==> config.mk <==
export PLATFORM = sky130hd
export DESIGN_NAME = cp0_exc_unit_flat
export DESIGN_NICKNAME = d
export VERILOG_FILES = /design/src/rtl/cp0_exc_unit_pkg.sv /design/src/rtl/cp0_exc_unit_if.sv /design/src/rtl/cp0_exc_unit.sv /design/src/flat_wrapper.sv
export SDC_FILE = /design/constraint.sdc
export NUM_CORES = 1
export LEC_CHECK = 0
export CAP_MARGIN = 30
export CORE_ASPECT_RATIO = 1.75
export CORE_MARGIN = 5
export CORE_UTILIZATION = 30
export DETAILED_ROUTE_END_ITERATION = 12
export PLACE_DENSITY = 0.7
export SYNTH_ARGS = -nofsm -noshare
export SYNTH_HDL_FRONTEND = slang
export SYNTH_SLANG_ARGS = --single-unit
==> constraint.sdc <==
create_clock -name clk -period 5.7 [get_ports clk]
set_input_delay 0.855 -clock clk [delete_from_list [all_inputs] [get_ports clk]]
set_output_delay 0.855 -clock clk [all_outputs]
set_load 0.03 [all_outputs]
==> src/rtl/cp0_exc_unit_pkg.sv <==
// Shared CP0 definitions: register addresses, SR/Cause field positions, ExcCodes and the
// handler entry point used by the fetch PC unit.
package cp0_exc_unit_pkg;

  localparam int unsigned IM_WIDTH = 6;

  localparam logic [4:0] CP0_SR_ADDR    = 5'd12;
  localparam logic [4:0] CP0_CAUSE_ADDR = 5'd13;
  localparam logic [4:0] CP0_EPC_ADDR   = 5'd14;
  localparam logic [4:0] CP0_PRID_ADDR  = 5'd15;

  // SR field positions
  localparam int unsigned SR_IM_LSB = 10;
  localparam int unsigned SR_EXL    = 1;
  localparam int unsigned SR_IE     = 0;

  // Cause field positions
  localparam int unsigned CAUSE_BD      = 31;
  localparam int unsigned CAUSE_IP_LSB  = 10;
  localparam int unsigned CAUSE_EXC_LSB = 2;

  typedef enum logic [4:0] {
    ExcInt  = 5'd0,
    ExcAdEL = 5'd4,
    ExcAdES = 5'd5,
    ExcRi   = 5'd10,
    ExcOv   = 5'd12
  } exc_code_e;

  localparam logic [31:0] HANDLER_ADDR = 32'h0000_4180;

endpackage

==> src/rtl/cp0_exc_unit_if.sv <==
// M-stage <-> CP0 signal bundle: mfc0/mtc0 access, victim info, interrupts and the
// redirect/eret outputs towards the fetch PC unit.
interface cp0_exc_unit_if;
  import cp0_exc_unit_pkg::*;

  logic                we;
  logic [4:0]          cp0_addr;
  logic [31:0]         cp0_wdata;
  logic [31:0]         cp0_rdata;
  logic [31:0]         vpc;
  logic                bd_in;
  logic [4:0]          exc_code_in;
  logic [IM_WIDTH-1:0] hw_int;
  logic                exl_clr;
  logic                req;
  logic [31:0]         epc_out;

  modport master (
    output we, cp0_addr, cp0_wdata, vpc, bd_in, exc_code_in, hw_int, exl_clr,
    input  cp0_rdata, req, epc_out
  );

  modport slave (
    input  we, cp0_addr, cp0_wdata, vpc, bd_in, exc_code_in, hw_int, exl_clr,
    output cp0_rdata, req, epc_out
  );

endinterface

==> src/rtl/cp0_exc_unit.sv <==
// CP0 exception/interrupt controller: holds SR/Cause/EPC, raises the fetch redirect request
// and supplies the eret return address.
module cp0_exc_unit
  import cp0_exc_unit_pkg::*;
#(
  parameter logic [31:0] PRID = 32'h0000_2022
) (
  input logic            clk,
  input logic            reset,
  cp0_exc_unit_if.slave  cp0
);

  logic [IM_WIDTH-1:0] r_sr_im;
  logic                r_sr_exl;
  logic                r_sr_ie;
  logic                r_cause_bd;
  logic [IM_WIDTH-1:0] r_cause_ip;
  logic [4:0]          r_cause_exc;
  logic [31:0]         r_epc;

  logic        w_int_pend;
  logic        w_exc_pend;
  logic        w_req;
  logic        w_wr_sr;
  logic        w_wr_epc;
  logic [31:0] w_vpc_al;
  logic [31:0] w_victim_epc;
  logic [31:0] w_wdata_al;
  logic [31:0] w_sr;
  logic [31:0] w_cause;
  logic        unused_vpc_lo;

  assign unused_vpc_lo = ^cp0.vpc[1:0];

  assign w_int_pend = (|(cp0.hw_int & r_sr_im)) & r_sr_ie & ~r_sr_exl;
  assign w_exc_pend = (cp0.exc_code_in != 5'd0) & ~r_sr_exl;
  // Gated by reset so a pending exc_code_in cannot redirect fetch while held in reset.
  assign w_req      = reset & (w_int_pend | w_exc_pend);

  assign w_wr_sr  = cp0.we & ~w_req & (cp0.cp0_addr == CP0_SR_ADDR);
  assign w_wr_epc = cp0.we & ~w_req & (cp0.cp0_addr == CP0_EPC_ADDR);

  assign w_vpc_al     = {cp0.vpc[31:2], 2'b00};
  assign w_victim_epc = cp0.bd_in ? (w_vpc_al - 32'd4) : w_vpc_al;
  assign w_wdata_al   = {cp0.cp0_wdata[31:2], 2'b00};

  always_ff @(posedge clk or negedge reset) begin
    if (!reset) begin
      r_sr_im     <= '0;
      r_sr_exl    <= 1'b0;
      r_sr_ie     <= 1'b0;
      r_cause_bd  <= 1'b0;
      r_cause_ip  <= '0;
      r_cause_exc <= 5'd0;
      r_epc       <= 32'd0;
    end else begin
      r_cause_ip <= cp0.hw_int;
      if (w_req) begin
        r_sr_exl    <= 1'b1;
        r_cause_exc <= w_int_pend ? ExcInt : cp0.exc_code_in;
        r_cause_bd  <= cp0.bd_in;
        r_epc       <= w_victim_epc;
      end else begin
        if (cp0.exl_clr) r_sr_exl <= 1'b0;
        // An mtc0 to SR in the same cycle as eret overrides the eret clear.
        if (w_wr_sr) begin
          r_sr_im  <= cp0.cp0_wdata[SR_IM_LSB +: IM_WIDTH];
          r_sr_exl <= cp0.cp0_wdata[SR_EXL];
          r_sr_ie  <= cp0.cp0_wdata[SR_IE];
        end
        if (w_wr_epc) r_epc <= w_wdata_al;
      end
    end
  end

  always_comb begin
    w_sr                              = 32'd0;
    w_sr[SR_IM_LSB +: IM_WIDTH]       = r_sr_im;
    w_sr[SR_EXL]                      = r_sr_exl;
    w_sr[SR_IE]                       = r_sr_ie;
    w_cause                           = 32'd0;
    w_cause[CAUSE_BD]                 = r_cause_bd;
    w_cause[CAUSE_IP_LSB +: IM_WIDTH] = r_cause_ip;
    w_cause[CAUSE_EXC_LSB +: 5]       = r_cause_exc;
  end

  always_comb begin
    cp0.cp0_rdata = 32'd0;
    unique case (cp0.cp0_addr)
      CP0_SR_ADDR:    cp0.cp0_rdata = w_sr;
      CP0_CAUSE_ADDR: cp0.cp0_rdata = w_cause;
      CP0_EPC_ADDR:   cp0.cp0_rdata = r_epc;
      CP0_PRID_ADDR:  cp0.cp0_rdata = PRID;
      default:        cp0.cp0_rdata = 32'd0;
    endcase
  end

  assign cp0.req = w_req;
  // Forwarding lets an eret pick up an EPC written by mtc0 in the same cycle.
  assign cp0.epc_out = !reset   ? 32'd0 :
                       w_wr_epc ? w_wdata_al : r_epc;

endmodule

==> src/flat_wrapper.sv <==
// flat-port wrapper written by rule: the top's interface ports become plain ports
module cp0_exc_unit_flat import cp0_exc_unit_pkg::*;
#(
  parameter logic [31:0] PRID = 32'h0000_2022
)
  (clk, reset, cp0_we, cp0_cp0_addr, cp0_cp0_wdata, cp0_vpc, cp0_bd_in, cp0_exc_code_in, cp0_hw_int, cp0_exl_clr, cp0_cp0_rdata, cp0_req, cp0_epc_out);
  cp0_exc_unit_if cp0_i ();
  input logic clk;
  input logic reset;
  input wire logic [$bits(cp0_i.we)-1:0] cp0_we;
  input wire logic [$bits(cp0_i.cp0_addr)-1:0] cp0_cp0_addr;
  input wire logic [$bits(cp0_i.cp0_wdata)-1:0] cp0_cp0_wdata;
  input wire logic [$bits(cp0_i.vpc)-1:0] cp0_vpc;
  input wire logic [$bits(cp0_i.bd_in)-1:0] cp0_bd_in;
  input wire logic [$bits(cp0_i.exc_code_in)-1:0] cp0_exc_code_in;
  input wire logic [$bits(cp0_i.hw_int)-1:0] cp0_hw_int;
  input wire logic [$bits(cp0_i.exl_clr)-1:0] cp0_exl_clr;
  output wire logic [$bits(cp0_i.cp0_rdata)-1:0] cp0_cp0_rdata;
  output wire logic [$bits(cp0_i.req)-1:0] cp0_req;
  output wire logic [$bits(cp0_i.epc_out)-1:0] cp0_epc_out;
  assign cp0_i.we = cp0_we;
  assign cp0_i.cp0_addr = cp0_cp0_addr;
  assign cp0_i.cp0_wdata = cp0_cp0_wdata;
  assign cp0_i.vpc = cp0_vpc;
  assign cp0_i.bd_in = cp0_bd_in;
  assign cp0_i.exc_code_in = cp0_exc_code_in;
  assign cp0_i.hw_int = cp0_hw_int;
  assign cp0_i.exl_clr = cp0_exl_clr;
  assign cp0_cp0_rdata = cp0_i.cp0_rdata;
  assign cp0_req = cp0_i.req;
  assign cp0_epc_out = cp0_i.epc_out;
  cp0_exc_unit #(.PRID(PRID)) u_core (.clk(clk), .reset(reset), .cp0(cp0_i));
endmodule
==> flow_summary_export.csv, run 1 <==
group,metric,value,unit
synth,ys_ff_latch,52,
timing,hold_viol_final,0,
timing,fin_crit_sh,0.7547,
setup_path,critical-path-top-delay-family,"buffers and inverters",
synth,synth_common_cells,"nand2_1, dfrtp_1, o21ai_0, and3_1, nand3_1",
pwr,p_comb_frac,0.358,
pwr,p_per_area,234.5,nW/um^2
finish,layout.nets,703,
routing,postRouteAntennaNets,0,
floorplan,start_util,0.3028,
setup_path,critical_path_class,"in2out",
timing,worst_slack,1.398,ns
clock_network,cts-root-buf,"clkbuf_16",
clock_network,cts_tree,"built",
global_routing,antenna_found_initial,2,
clock_network,clkSinkCount,52,
synth,yosys-top-cells-area,"dfrtp_1, nand2_1, and3_1",
floorplan,dieWidth,94.22,um
synth,synth_top_area_frac,0.3495,
setup_path,startpoint_type,"input pin",
synth,synth_area_leader_cell,"dfrtp_1",
place,detailedPlace.worstSlack,1.355,ns
finish,fillCellCount,1270,
timing,tns,0,ns
timing,fin_skew,0.005788,ns
setup_path,worst-path-max-fanout,35,
synth,syn-mean-instance-area,7.522,um^2
global_routing,grt_pass1_vias,4088,
timing,max_freq,232.5,MHz
pwr,intPower,0.0008112,W
synth,synth-async-reset-ratio,1.000,
synth,yosysWarnings,0,
synth,synthFlopType,"dfrtp_1",
pwr,switching_share,0.3589,
status,status,"finished clean",
synth,synth_edf_count,0,
routing,via_count,4105,
finish,multi_input_area,2253,um^2
timing,slew_violations,0,
setup_path,crit_start,"cp0_cp0_addr[3]",
place,place.port_buffers,147,
pwr,clkPwrFrac,0.240,
timing,period_minus_slack,4.302,ns
global_routing,grt_start_max_net_pins,65,
pwr,p_sw,0.0004541,W
synth,yosysMostFrequentCell,"nand2_1",
synth,syn_inst,495,
setup_path,worstPathRequired,4.85,ns
routing,drt_iter0_markers,188,
routing,dr.pass1.iters,5,
synth,syn_nets,581,
routing,wl,13590,um
clock_network,post_cts_resized,0,
clock_network,htree_num_levels,2,
setup_path,critPathCaptureType,"primary output",
synth,yosysSeqAreaShare,0.3495,
clock_network,clkTransAtPathRegs,0.07,ns
clock_network,clockBufferDepth,2,
clock_network,postCtsSetupRepairBufs,0,
clock_network,clkLatencyLatePin,0.29,ns
setup_path,critPathMaxStageDelay,0.64,ns
setup_path,arrival,3.45,ns
min_path,min_path_type,"reg2reg",
floorplan,die_area,14830,um^2
timing,worst_pin_slew,0.8751,ns
global_routing,grt.total_usage,0.1775,
global_routing,grt_pass1_wl,20720,um
pwr,pwr-share-seq,0.402,
setup_path,critPathBufInv,3,
clock_network,numCtsBuffers,5,
setup_path,slowest_stage,"o221a_2",
floorplan,fp.dieH,157.4,um
place,gp_congestion,0.8667,
setup_path,rr_startpoint,"u_core.r_sr_im[1]",
routing,avgViaCountPerCell,5.209,
flow_run,max-cap-violations,0,
synth,synth_area,3724,um^2
finish,seq_area,1301,um^2
floorplan,rows,54,
setup_path,crit_chain,"clkdlybuf4s50_1 -> nor4bb_4 -> and3_1 -> o221a_2 -> buf_4 -> nand3_1 -> o21ai_0 -> buf_4",
pwr,p_leak,2.245,nW
timing,setup_viol,0,
finish,area_delta_synth_final,44.93,%
global_routing,overflow,0,
floorplan,ios,150,
synth,ys_types,43,
place,dpl.hpwl,10320,um
routing,wire_per_inst,17.24,um
min_path,min_from,"u_core.r_cause_bd",
timing,rsz0062_at_grt,"false",
setup_path,cpMostUsedCell,"buf_4",
timing,slew_headroom,0.4112,
pwr,max-vdd-ir-drop,0.1139,mV
floorplan,core_area,12300,um^2
routing,route.detailed.drc,0,
clock_network,ctsHoldBuffers,0,
finish,drive_above_1_share,0.1052,
flip-flops by register name, indices dropped and copies added (netlist names):
name	flops
u_core.r_sr_im	6
u_core.r_epc	32
u_core.r_cause_bd	1
u_core.r_cause_ip	6
u_core.r_cause_exc	5
u_core.r_sr_exl	1
u_core.r_sr_ie	1
worst paths after layout:
check	end	slack, ns	cells after the start
setup / recovery	cp0_epc_out[2]	1.40	8
hold / removal	u_core.r_cause_bd	0.49	2
setup reg to reg	u_core.r_sr_im[5]	2.96	6
hold reg to reg	u_core.r_cause_bd	0.49	2
max in group asynchronous	u_core.r_sr_im[5]	4.07	2
min in group asynchronous	u_core.r_epc[31]	0.55	1
power groups by stage:
| stage | combinational (W) | sequential, W | clock (W) |
|---|---|---|---|
| 6_report | 0.000453 | 0.000509 | 0.000304 |
| 5_1_grt | 0.000493 | 0.000516 | 0.000323 |
| 4_1_cts | 0.000459 | 0.000507 | 0.000312 |
| 3_5_place_dp | 0.000457 | 0.000513 | 0 |
| 3_3_place_gp | 0.000447 | 0.000510 | 0 |
| 2_1_floorplan | 0.000264 | 0.000492 | 0 |
per-stage QoR:
stage | hold slack, ns | util | total power (W) | cell area, um^2 | std cells
after floorplan | 0.4456 | - | 0.0007561 | 3724 | 495
after global placement | 0.4637 | 0.4266 | 0.0009571 | 5246 | 778
after detailed placement | 0.4690 | 0.4266 | 0.0009701 | 5246 | 778
after CTS | 0.4862 | 0.4384 | 0.001277 | 5391 | 786
after global routing | 0.5214 | 0.4388 | 0.001332 | 5396 | 788
final | 0.4867 | 0.4388 | 0.001265 | 5396 | 788
metal layers:
| layer | GRT usage | vias to the layer above | wire (um) |
|---|---|---|---|
| li1 | - | 1977 | - |
| met1 | 0.1841 | 1946 | 4816 |
| met2 | 0.3343 | 146 | 7541 |
| met3 | 0.02439 | 36 | 602 |
| met4 | 0.09917 | 0 | 628 |
| met5 | 0 | - | 0 |
cells in the final DEF, fill, tap and decap left out, types with 2 or more instances in the layout:
cell type        instances
nand3b_1                 2
nor4_1                   7
dfrtp_1                 52
buf_4                   38
and3_1                  45
clkbuf_16                5
a22oi_1                  9
a31oi_1                 10
nand2_1                119
nand3_1                 40
o21ai_0                 48
diode_2                  2
xnor2_1                 24
mux2_2                   7
and2_1                   2
mux2i_1                  2
or3_1                    3
nand2b_1                 2
xor2_1                   3
a21oi_1                 24
inv_1                    4
nand4_4                  2
nor3_1                  13
clkdlybuf4s50_1        116
nor2_1                  19
kinds of logic after synthesis:
| logic type | after synthesis | synth area share |
|---|---|---|
| adders and majority gates | 1 | 0.003360 |
| AOI/OAI and AO/OA | 95 | 0.1421 |
| xor gates and xnor gates | 27 | 0.06351 |
| muxes | 9 | 0.02655 |
| buffers and inverters | 44 | 0.04973 |
| DFF | 52 | 0.3495 |
| and+or+nand+nor | 267 | 0.3653 |
area by class of cell:
| class | instances | share of cell area |
|---|---|---|
| Antenna cell | 2 | 0.0009274 |
| Clock buffer | 6 | 0.02388 |
| Clock inverter | 2 | 0.003014 |
| Inverter | 4 | 0.002782 |
| Multi-Input combinational cell | 399 | 0.4176 |
| Sequential cell | 52 | 0.2411 |
| Tap cell | 168 | 0.03895 |
| Timing Repair Buffer | 155 | 0.2717 |
worst min-delay path: stages (launching register included):
cell     delay (ns)
dfrtp_1        0.34
nand2_1        0.06
nand2_1        0.06
(Power assumes the default switching activity.)
==> run 2, diff against run 1 <==
==> constraint.sdc (replaced) <==
create_clock -name clk -period 4.5 [get_ports clk]
set_input_delay 0.675 -clock clk [delete_from_list [all_inputs] [get_ports clk]]
set_output_delay 0.675 -clock clk [all_outputs]
set_load 0.03 [all_outputs]
==> flow_summary_export.csv, run 2 (synthesis gave the netlist of run 1 again) <==
group,metric,value,unit
global_routing,grt_pass1_vias,4214,
finish,fin_cells,789,
clock_network,cts_tree,"built",
floorplan,dieWidth,94.22,um
global_routing,grt_pass1_wl,21270,um
finish,drive_above_1_share,0.1081,
setup_path,critical_path_class,"in2out",
min_path,min_path_type,"in2async",
routing,wire_per_inst,17.44,um
setup_path,startpoint_type,"input pin",
routing,wl,13760,um
flow_run,max-cap-violations,0,
timing,hold_viol_final,0,
clock_network,postCtsSetupRepairBufs,0,
place,placed_cell_area,5261,um^2
clock_network,post_cts_resized,0,
setup_path,arrival,3.08,ns
global_routing,grt.total_usage,0.1831,
place,dp.cells,780,
clock_network,numCtsBuffers,5,
place,dpl.hpwl,10390,um
timing,setup_viol,0,
clock_network,clkTransAtPathRegs,0.07,ns
routing,drt_iter0_markers,172,
clock_network,htree_num_levels,2,
timing,rsz0062_at_grt,"false",
routing,via_count,4124,
pwr,p_per_area,297.0,nW/um^2
setup_path,worstPathRequired,3.83,ns
finish,layout.nets,705,
timing,fin_skew,0.005444,ns
floorplan,ios,150,
finish,area_delta_synth_final,45.26,%
place,gp_congestion,0.8559,
pwr,max-vdd-ir-drop,0.1359,mV
global_routing,antenna_found_initial,1,
floorplan,rows,54,
floorplan,core_area,12300,um^2
global_routing,overflow,0,
timing,tns,0,ns
clock_network,clkLatencyLatePin,0.29,ns
clock_network,clkSinkCount,52,
floorplan,die_area,14830,um^2
place,place.port_buffers,147,
routing,dr.pass1.iters,6,
routing,avgViaCountPerCell,5.227,
clock_network,clockBufferDepth,2,
floorplan,start_util,0.3028,
finish,fillCellCount,1274,
timing,max_freq,266.1,MHz
floorplan,fp.dieH,157.4,um
timing,worst_pin_slew,0.8543,ns
global_routing,grt_start_max_net_pins,70,
finish,largest-register,"u_core.r_epc",
finish,fin_area,5409,um^2
finish,largest_reg_flops,32,
finish,final_util,0.4399,
setup_path,critPathCaptureType,"primary output",
finish,final_cell_mix,"nand2_1, clkdlybuf4s50_1, dfrtp_1",
timing,slew_violations,0,
timing,slew_headroom,0.4252,
status,status,"finished clean",
clock_network,cts-root-buf,"clkbuf_16",
setup_path,worst-path-max-fanout,36,
finish,final_common_cell,"nand2_1",
clock_network,ctsHoldBuffers,0,
routing,postRouteAntennaNets,0,
timing,period_minus_slack,3.757,ns
timing,fin_crit_sh,0.8350,
finish,reg_top3,"u_core.r_epc x32, u_core.r_cause_ip x6, u_core.r_sr_im x6",
routing,route.detailed.drc,0,
pwr,p_leak,2.255,nW
timing,hold_slack,0.3540,ns
## run 2: cell types whose count changed in the layout (fill, tap and decap cells not counted)
cell / delta
buf_4: +2
diode_2: -1
## run 2: final timing paths
path | from | slack, ns | cells after the start | end
worst max-delay path | cp0_cp0_addr[3] | 0.74 | 7 | cp0_cp0_rdata[15]
max in group asynchronous | reset | 3.02 | 2 | u_core.r_cause_ip[2]
worst min-delay path | reset | 0.35 | 1 | u_core.r_cause_bd
worst max register to register | u_core.r_sr_im[1] | 2.27 | 6 | u_core.r_sr_im[3]
worst min register to register | u_core.r_cause_bd | 0.48 | 2 | u_core.r_cause_bd
min in group clk | u_core.r_cause_bd | 0.48 | 2 | u_core.r_cause_bd
## run 2: worst max-delay path, cell delays in order
cell,delay (ns)
clkdlybuf4s50_1,0.48
nor4bb_4,0.34
buf_4,0.41
and2_1,0.29
nand2_1,0.07
o21ai_0,0.09
clkdlybuf4s50_1,0.71
## run 2: layout make-up
| type | instances | area [um^2] | share of cell area |
|---|---|---|---|
| Sequential cell | 52 | 1301 | 0.2406 |
| Clock buffer | 6 | 128.9 | 0.02383 |
| Inverter | 4 | 15.01 | 0.002776 |
| Multi-Input combinational cell | 399 | 2253 | 0.4166 |
| Tap cell | 168 | 210.2 | 0.03886 |
| Antenna cell | 1 | 2.502 | 0.0004626 |
| Timing Repair Buffer | 157 | 1481 | 0.2739 |
| Clock inverter | 2 | 16.27 | 0.003007 |
## run 2: power breakdown
| group | switching, W | internal, W |
|---|---|---|
| combinational | 0.000319 | 0.000256 |
| clock | 0.000180 | 0.000208 |
| sequential | 0.0000778 | 0.000566 |
| total | 0.000577 | 0.00103 |
## run 2: through the flow
| stage | power [W] | setup WS [ns] |
|---|---|---|
| floorplan | 0.0009577 | 1.559 |
| global placement | 0.001213 | 0.7293 |
| detailed placement | 0.001229 | 0.7080 |
| CTS | 0.001619 | 0.6995 |
| global route | 0.001696 | 0.5674 |
| finish | 0.001606 | 0.7426 |
## run 2: layer usage
metal	vias up	track usage	share of wire
li1	1979	-	-
met1	1959	0.1891	0.35
met2	143	0.3404	0.55
met3	43	0.02726	0.049
met4	0	0.1102	0.050
met5	-	0	0
==> run 3, diff against run 2 <==
==> constraint.sdc (replaced) <==
create_clock -name clk -period 3.67 [get_ports clk]
set_input_delay 0.5505 -clock clk [delete_from_list [all_inputs] [get_ports clk]]
set_output_delay 0.5505 -clock clk [all_outputs]
set_load 0.03 [all_outputs]
==> flow_summary_export.csv, run 3 (synthesis gave the netlist of run 1 again) <==
group,metric,value,unit
global_routing,grt.total_usage,0.1822,
setup_path,arrival,2.76,ns
setup_path,r2r_setup_slack,1.39,ns
pwr,power,0.001974,W
pwr,p_leak,2.296,nW
finish,layout.nets,711,
place,dp.cells,786,
floorplan,fp.dieH,157.4,um
clock_network,ctsHoldBuffers,0,
routing,postRouteAntennaNets,0,
floorplan,core_area,12300,um^2
clock_network,numCtsBuffers,5,
floorplan,dieWidth,94.22,um
pwr,switching_share,0.3594,
timing,hold_viol_final,0,
pwr,p_per_area,361.8,nW/um^2
finish,final_common_cell,"nand2_1",
floorplan,ios,150,
timing,period_minus_slack,3.309,ns
pwr,p_sw,0.0007093,W
clock_network,post_cts_resized,0,
timing,slew_headroom,0.5853,
finish,fin_cells,795,
clock_network,cts_tree,"built",
timing,fin_crit_sh,0.9016,
setup_path,reg2reg_to,"u_core.r_sr_im[4]",
setup_path,worst-path-max-fanout,36,
finish,fillCellCount,1261,
timing,max_freq,302.2,MHz
routing,wire_per_inst,17.48,um
routing,avgViaCountPerCell,5.228,
finish,seq_area,1301,um^2
clock_network,clockBufferDepth,2,
routing,dr.pass1.iters,4,
pwr,intPower,0.001265,W
place,gp_congestion,0.8628,
timing,hold_slack,0.1843,ns
clock_network,clkSinkCount,52,
place,dpl.hpwl,10660,um
global_routing,grt_start_max_net_pins,53,
timing,slew_violations,0,
pwr,clkPwrFrac,0.240,
setup_path,critical_path_class,"in2out",
pwr,pwr-share-seq,0.401,
timing,rsz0062_at_grt,"false",
timing,tns,0,ns
min_path,min_path_type,"in2async",
setup_path,rr_startpoint,"u_core.r_sr_im[2]",
routing,via_count,4156,
clock_network,postCtsSetupRepairBufs,0,
finish,largest_reg_flops,32,
flow_run,max-cap-violations,0,
setup_path,worstPathRequired,3.12,ns
pwr,max-vdd-ir-drop,0.1785,mV
floorplan,rows,54,
setup_path,startpoint_type,"input pin",
finish,multi_input_area,2253,um^2
routing,drt_iter0_markers,197,
clock_network,cts-root-buf,"clkbuf_16",
global_routing,overflow,0,
global_routing,grt_pass1_wl,21380,um
finish,reg_top3,"u_core.r_epc x32, u_core.r_cause_ip x6, u_core.r_sr_im x6",
place,place.port_buffers,147,
timing,worst_pin_slew,0.6173,ns
floorplan,start_util,0.3028,
finish,largest-register,"u_core.r_epc",
floorplan,die_area,14830,um^2
clock_network,htree_num_levels,2,
global_routing,antenna_found_initial,1,
routing,wl,13890,um
pwr,p_comb_frac,0.359,
setup_path,ff2ff_path_depth,6,
status,status,"finished clean",
setup_path,critPathCaptureType,"primary output",
routing,route.detailed.drc,0,
finish,area_delta_synth_final,46.54,%
finish,final_cell_mix,"nand2_1, clkdlybuf4s50_1, dfrtp_1",
clock_network,clkTransAtPathRegs,0.07,ns
timing,setup_viol,0,
timing,fin_skew,0.002357,ns
finish,drive_above_1_share,0.1230,
global_routing,grt_pass1_vias,4295,
clock_network,clkLatencyLatePin,0.29,ns
[run 3: cell count changes in the layout (fill, tap and decap cells not counted), sizes merged]
cell           delta
clkdlybuf4s50     -4
buf              +10
[run 3: power groups by stage]
stage / logic, W / registers, W / clock network [W]
finish: 0.000708 / 0.000792 / 0.000474
global route: 0.000773 / 0.000806 / 0.000513
CTS: 0.000714 / 0.000789 / 0.000488
detailed placement: 0.000711 / 0.000798 / 0
global placement: 0.000699 / 0.000794 / 0
floorplan: 0.000410 / 0.000765 / 0
[run 3: layout make-up]
| class | count | area share |
|---|---|---|
| multi-input combinational | 399 | 0.4130 |
| timing repair buffer | 163 | 0.2802 |
| sequential | 52 | 0.2385 |
| tap | 168 | 0.03852 |
| clock buffer | 6 | 0.02362 |
| clock inverter | 2 | 0.002981 |
| inverter | 4 | 0.002752 |
| antenna | 1 | 0.0004586 |
[run 3: through the flow]
stage	worst slack (ns)	instance area, um^2	utilization
global placement	0.4258	5309	0.4317
detailed placement	0.3776	5309	0.4317
global route	0.2556	5456	0.4437
floorplan	0.9776	3724	-
CTS	0.3692	5454	0.4435
finish	0.3611	5456	0.4437
[run 3: layer usage]
metal	track usage	part of all wire	wire (um)	up-vias
li1	-	-	-	1986
met1	0.1860	0.36	5000	2015
met2	0.3438	0.55	7699	120
met3	0.02296	0.037	511	35
met4	0.1102	0.049	682	0
met5	0	0	0	-
[run 3: worst max-delay path by stage]
stage,depth (start not counted),from,end
finish,8,cp0_exc_code_in[3],cp0_epc_out[5]
global route,9,cp0_cp0_addr[3],cp0_epc_out[5]
CTS,9,cp0_cp0_addr[0],cp0_epc_out[5]
detailed placement,9,cp0_cp0_addr[0],cp0_epc_out[5]
global placement,9,cp0_cp0_addr[3],cp0_epc_out[5]
floorplan,7,cp0_cp0_addr[3],cp0_epc_out[10]
[run 3: worst max-delay path, cell delays in order]
cell and delay [ns]:
clkdlybuf4s50_1 0.42, or4_1 0.52, nor2_1 0.19, o221a_2 0.37, buf_12 0.22, nand3_1 0.08
o21ai_0 0.17, buf_4 0.23
